### src/rtl/cmos_crc8_serial.sv
// Bit-serial CRC-8 over fixed-length frames, MSB first.
// Feedback XORs are cmos_xor cell instances; register/FSM behavioural.

module cmos_xor (
    input  logic a_i,
    input  logic b_i,
    output logic y_o
);
    // Behavioural stand-in for the transistor-level XOR cell.
    assign y_o = a_i ^ b_i;
endmodule

module cmos_crc8_serial #(
    parameter logic [7:0] POLY    = 8'h07,
    parameter logic [7:0] INIT    = 8'h00,
    parameter int         MSG_LEN = 16
) (
    input  logic       clk,
    input  logic       rst_n,
    input  logic       start,
    input  logic       din_valid,
    input  logic       din,
    output logic       ready,
    output logic       busy,
    output logic       crc_valid,
    output logic [7:0] crc_out
);

    typedef enum logic [1:0] {
        IDLE  = 2'd0,
        SHIFT = 2'd1,
        DONE  = 2'd2
    } state_t;

    localparam logic [7:0] LAST_IDX = 8'(MSG_LEN - 1);

    state_t     state_q, state_d;
    logic [7:0] crc_q, crc_d;
    logic [7:0] cnt_q, cnt_d;

    logic       fb;
    logic [7:0] crc_shl;
    logic [7:0] crc_nxt;

    cmos_xor u_fb (
        .a_i (crc_q[7]),
        .b_i (din),
        .y_o (fb)
    );

    assign crc_shl = {crc_q[6:0], 1'b0};

    // One XOR cell per tapped bit; untapped bits pass the shift through.
    for (genvar i = 0; i < 8; i++) begin : g_tap
        if (POLY[i]) begin : g_xor
            cmos_xor u_tap (
                .a_i (crc_shl[i]),
                .b_i (fb),
                .y_o (crc_nxt[i])
            );
        end else begin : g_pass
            assign crc_nxt[i] = crc_shl[i];
        end
    end

    // State, CRC and bit-count registers with synchronous active-low reset.
    always_ff @(posedge clk) begin
        if (!rst_n) begin
            state_q <= IDLE;
            crc_q   <= INIT;
            cnt_q   <= 8'd0;
        end else begin
            state_q <= state_d;
            crc_q   <= crc_d;
            cnt_q   <= cnt_d;
        end
    end

    // Next-state and output decode for the frame FSM.
    always_comb begin
        state_d   = state_q;
        crc_d     = crc_q;
        cnt_d     = cnt_q;
        ready     = 1'b0;
        busy      = 1'b0;
        crc_valid = 1'b0;
        unique case (state_q)
            IDLE: begin
                if (start) begin
                    crc_d   = INIT;
                    cnt_d   = 8'd0;
                    state_d = SHIFT;
                end
            end
            SHIFT: begin
                ready = 1'b1;
                busy  = 1'b1;
                if (din_valid) begin
                    crc_d = crc_nxt;
                    if (cnt_q == LAST_IDX) begin
                        state_d = DONE;
                    end else begin
                        cnt_d = cnt_q + 8'd1;
                    end
                end
            end
            DONE: begin
                busy      = 1'b1;
                crc_valid = 1'b1;
                state_d   = IDLE;
            end
            default: begin
                state_d = IDLE;
            end
        endcase
    end

    assign crc_out = crc_q;

endmodule

### config.mk
export PLATFORM = sky130hd
export DESIGN_NAME = cmos_crc8_serial
export DESIGN_NICKNAME = d
export VERILOG_FILES = /design/src/rtl/cmos_crc8_serial.sv
export SDC_FILE = /design/constraint.sdc
export NUM_CORES = 1
export LEC_CHECK = 0
export CAP_MARGIN = 30
export CORE_MARGIN = 3
export CORE_UTILIZATION = 55
export CTS_CLUSTER_DIAMETER = 30
export DETAILED_ROUTE_END_ITERATION = 10
export PLACE_DENSITY = 0.83
export SYNTH_ARGS = -nofsm -noshare
export SYNTH_HDL_FRONTEND = slang
export SYNTH_SLANG_ARGS = --single-unit
### constraint.sdc
create_clock -name clk -period 5 [get_ports clk]
set_input_delay 1 -clock clk [delete_from_list [all_inputs] [get_ports clk]]
set_output_delay 1 -clock clk [all_outputs]
set_load 0.02 [all_outputs]
==> After elaboration in Yosys (flattened, before gate mapping) <==
Index checks and enable logic that the tools add are counted.
{ "classes": {"addsub": 1, "eq_ne": 7, "n_mux": 13, "n_bitwise": 3, "n_reduce_logical": 6} }
{ "op_table": {"columns": ["op", "count"], "rows": [
  ["$mux W8", 4],
  ["$pmux W8 S2", 2],
  ["$add A8 B1 Y8 const B", 1],
  ["$eq A8 B4 Y1 const B", 1],
  ["$ne A2 B2 Y1 const B", 4],
  ["$mux W2", 3],
  ["$reduce_and A3 Y1", 2],
  ["$pmux W2 S2", 1],
  ["$reduce_and A4 Y1", 1],
  ["$mux W1", 3],
  ["$xor A1 B1 Y1", 3],
  ["$eq A2 B1 Y1 const B", 1],
  ["$eq A2 B2 Y1 const B", 1],
  ["$logic_not A2 Y1", 1],
  ["$reduce_bool A2 Y1", 1],
  ["$reduce_or A2 Y1", 1]
]} }
{ "totals": {"reg_bits": 18, "input_bits": 5, "output_inout_bits": 11, "wordCells": 33} }

==> Longest topological paths before layout <==
{ "logic_depth": {"ltp_word": 4, "depth_mapped": 8, "ltp_nobuf": 6} }

==> Modules after synthesis <==
From an unflattened synthesis, not the netlist that was laid out.
{ "unflattened": {"hier_cells": 114, "hier_area_um2": 962.2} }
{ "by_module_without_submodules": {"columns": ["mod", "n_inst", "cells_each", "area_per_inst_um2", "seq_area_each_um2"], "rows": [
  ["cmos_crc8_serial", 1, 110, 927.1, 360.3],
  ["cmos_xor", 4, 1, 8.8, 0.0]
]} }

==> Worst setup path after synthesis <==
No wires, ideal clock.
{ "synth_timing": {"path_type": "input to register", "start": "input port start", "end": "register cnt_q[2]", "setup_ns": 0.131, "t_arrival_ns": 1.838, "required_time_ns": 4.869, "slack_ns": 3.031, "path_stages": 5, "n_path_buf": 1, "cell_sequence": "nand2b_1 > o211ai_2 > buf_2 > o311ai_1 > o41ai_1"} }
{ "synth_between": {"elab_chain_cells": 2} }
{ "synth_rtl": {"columns": ["item", "line", "text"], "rows": [
  ["from (decl)", "20", "input logic start,"],
  ["$ne A2 B2 Y1 (no source line)", null, null],
  ["$reduce_and A4 Y1 (no source line)", null, null],
  ["to (signal assigned)", "75", "cnt_q <= cnt_d;"],
  ["to (decl)", "39", "logic [7:0] cnt_q, cnt_d;"]
]} }
Every way passes these cells.
A chain may end at the register's enable or synchronous reset.

==> Worst setup path in the final report <==
{ "layout_timing": {"start": "register state_q[1]", "end": "output port ready"} }
{ "layout_between": {"elab_chain_cells": 2} }
{ "layout_rtl": {"columns": ["item", "line", "text"], "rows": [
  ["from (decl)", "37", "state_t state_q, state_d;"],
  ["from (signal assigned)", "73", "state_q <= state_d;"],
  ["$eq A2 B1 Y1", "87", "unique case (state_q)"],
  ["$mux W1", "87", null],
  ["to (decl)", "23", "output logic ready,"]
]} }
Every way passes these cells.

==> flow_summary.toml <==
[layout]
multi_input_area_sq_um = 559
fillCellCount = 153
diodes = 0
regArea_sq_um = 360
nets = 128
drive_gt1_share_pct = 9.32
syn2layout_area_growth_pct = 14.6

[placed_design]
place_ws_ns = 2.29
place_congestion = 0.785
port_buffers = 15
hpwl_mm = 1.40

[detailed_routing]
postRouteAntennaNets = 0
first_pass_iters = 5
wirelength_mm = 2.08
wire_per_inst_um = 14.6
drtIter0Drc = 22
via_per_inst = 6.01
drc_errors = 0
via_count = 853

[yosys]
syn_area_sq_um = 1000
synth_nets = 118
syn_area_per_cell_sq_um = 9.22
ys_top_cells_by_count = "dfxtp_1 (18), nor2b_1 (9), a22oi_1 (8), nand2_1 (8)"
synth_area_leaders = "dfxtp_1 (36%), a22oi_1 (6.0%), nor2b_1 (5.6%), ha_1 (5.0%), buf_4 (3.0%)"
synth_top_area_share_pct = 35.9
async_reset_ff_share_pct = 0
synth_cell_type_count = 40
synth_seq_cells = 18
synth_top_family_by_area = "simple AND/OR/NAND/NOR gates"
synth_fa_ha_area_share_pct = 4.98
synth-edff-count = 0
synthXorXnorAreaFrac_pct = 2.62
synthFlopType = "dfxtp_1"
synthMuxAreaShare_pct = 0
syn-instance-count = 109
yosys.area.top_type = "dfxtp_1"
synth-compound-area-share_pct = 23.5
synthMostInstantiatedCell = "dfxtp_1"
seq_area_frac_synth_pct = 35.9
yosys.area_share.simple_pct = 24.5
ys_warn_count = 0

[floorplan]
io_pins = 16
rows = 14
start_util_pct = 62.3
core_area_sq_um = 1610
die_h_um = 48.7
die_x_um = 48.7
die_area_sq_um = 2380

[global_route]
grt_max_degree = 24
grt-ovfl-total = 0
track_usage_pct = 19.1
grt_pass1_vias = 788
grt_pass1_wl_mm = 3.59
antenna_found_initial = 0

[critical_path]
cp.arrival_ns = 1.85
cp_cell_sequence = "inv_1 -> ha_1 -> clkdlybuf4s50_1"
worstPathMaxFanout = 11
max_stage_delay_ns = 0.70
required_ns = 4.00
critPathSlowestCell = "clkdlybuf4s50_1"
endpoint_kind = "primary output"
reg2reg_slack_ns = 2.74
r2r_start = "state_q[1]$_SDFFE_PN0P_"
r2r_cells = 6
critPathLaunchType = "flop"
worstSetupPathType = "reg -> out"
r2r_end = "cnt_q[6]$_SDFFE_PN0P_"

[sta]
slew_headroom_pct = 46.6
fmax_mhz = 351
slew_viol_final = 0
timing.final.crit_share_pct = 57.1
setup_tns_ns = 0
fin_crit_ns = 2.85
worst_slew_pin_slew_ns = 0.799
clock_skew_ns = 0.00399
rsz0062_at_grt = "no"
final_hold_viol_count = 0
setup_viol = 0
layout_setup_ws_ns = 2.15

[clock_tree]
path_clk_slew_ns = 0.11
cts-root-buf = "clkbuf_4"
clk_latency_ns = 0.30
cts_resized = 0
numCtsBuffers = 3
cts_max_level = 1
postCtsSetupRepairBufs = 0
clock_sinks = 18
clock_path_buffers = 2
hold_buffers = 0
cts_tree = "done"

[worst_hold_path]
hp-start = "cnt_q[2]$_SDFFE_PN0P_"
hold_class = "reg -> reg"
hold_path_end = "cnt_q[2]$_SDFFE_PN0P_"
hold_path_depth = 1

[power_and_ir_drop]
powerDensity_nw_per_um2 = 356
p_leak_nw = 0.404
peakVddDrop_mv = 0.234

[run]
drv_cap = 0

[outcome]
outcome = "finished, final reports clean"
==> critical path: cells and delay by family, from the launching register on <==
family,cells,cell delay (ns)
flops,1,0.34
fa+ha+maj,1,0.43
buf+inv,2,0.78
==> flip-flops by register name, summed over array words and instances, names as in the netlist <==
signal,count
state_q,2
crc_out,8
cnt_q,8
==> cell families (layout without fill, tap and decap cells) <==
group           count (synthesis)  count (layout)
compound gates                 33              33
fa+ha+maj                       4               4
flops                          18              18
simple gates                   37              37
buf+inv                        14              23
xor+xnor                        3               3
==> placed cells by master (no fill, tap or decap), types with 3 or more instances in the layout <==
| master | instances |
|---|---|
| inv_1 | 3 |
| xor2_1 | 3 |
| nor2_1 | 3 |
| o21ai_1 | 4 |
| nand2_1 | 8 |
| dfxtp_1 | 18 |
| ha_1 | 4 |
| clkdlybuf4s50_1 | 15 |
| nor2b_1 | 9 |
| a21boi_1 | 3 |
| clkbuf_4 | 3 |
| a22oi_1 | 8 |
==> layer usage <==
metal	track usage [%]	part of all wire (%)
met1	25.0	46
met2	28.7	47
met3	3.99	4.7
met4	10.9	2.1
met5	0	0
==> how the worst max path moves through the flow <==
| stage | from | depth (start not counted) | end |
|---|---|---|---|
| after floorplan | start | 5 | cnt_q[2]$_SDFFE_PN0P_ |
| after CTS | state_q[1]$_SDFFE_PN0P_ | 3 | ready |
| after global routing | state_q[1]$_SDFFE_PN0P_ | 3 | ready |
| after global placement | din_valid | 5 | cnt_q[6]$_SDFFE_PN0P_ |
| after detailed placement | din_valid | 5 | cnt_q[6]$_SDFFE_PN0P_ |
| final | state_q[1]$_SDFFE_PN0P_ | 3 | ready |
==> power by group <==
group / switching, mW / total, mW / leakage [nW] / internal [mW]
registers: 0.00589 / 0.157 / 0.145 / 0.151
clock network: 0.0484 / 0.0928 / 0.0210 / 0.0445
logic: 0.106 / 0.161 / 0.238 / 0.0548
==> metrics by stage <==
stage / std cells / area, sq um / hold WS [ns] / total power, mW / util (%)
finish: 142 / 1150 / 0.504 / 0.410 / 71.4
global route: 142 / 1150 / 0.540 / 0.435 / 71.4
CTS: 142 / 1150 / 0.507 / 0.411 / 71.4
detailed placement: 138 / 1110 / 0.491 / 0.319 / 69.2
global placement: 138 / 1110 / 0.474 / 0.316 / 69.2
floorplan: 109 / 1000 / 0.458 / 0.284 / -
==> layout make-up <==
cell class,instances,share of cell area [%]
clock buffer,4,3.15
inverter,4,1.30
timing repair buffer,15,13.0
sequential,18,31.3
tap,24,2.61
multi-input combinational,77,48.6
Note: power is estimated with default switching activity, not from simulation.
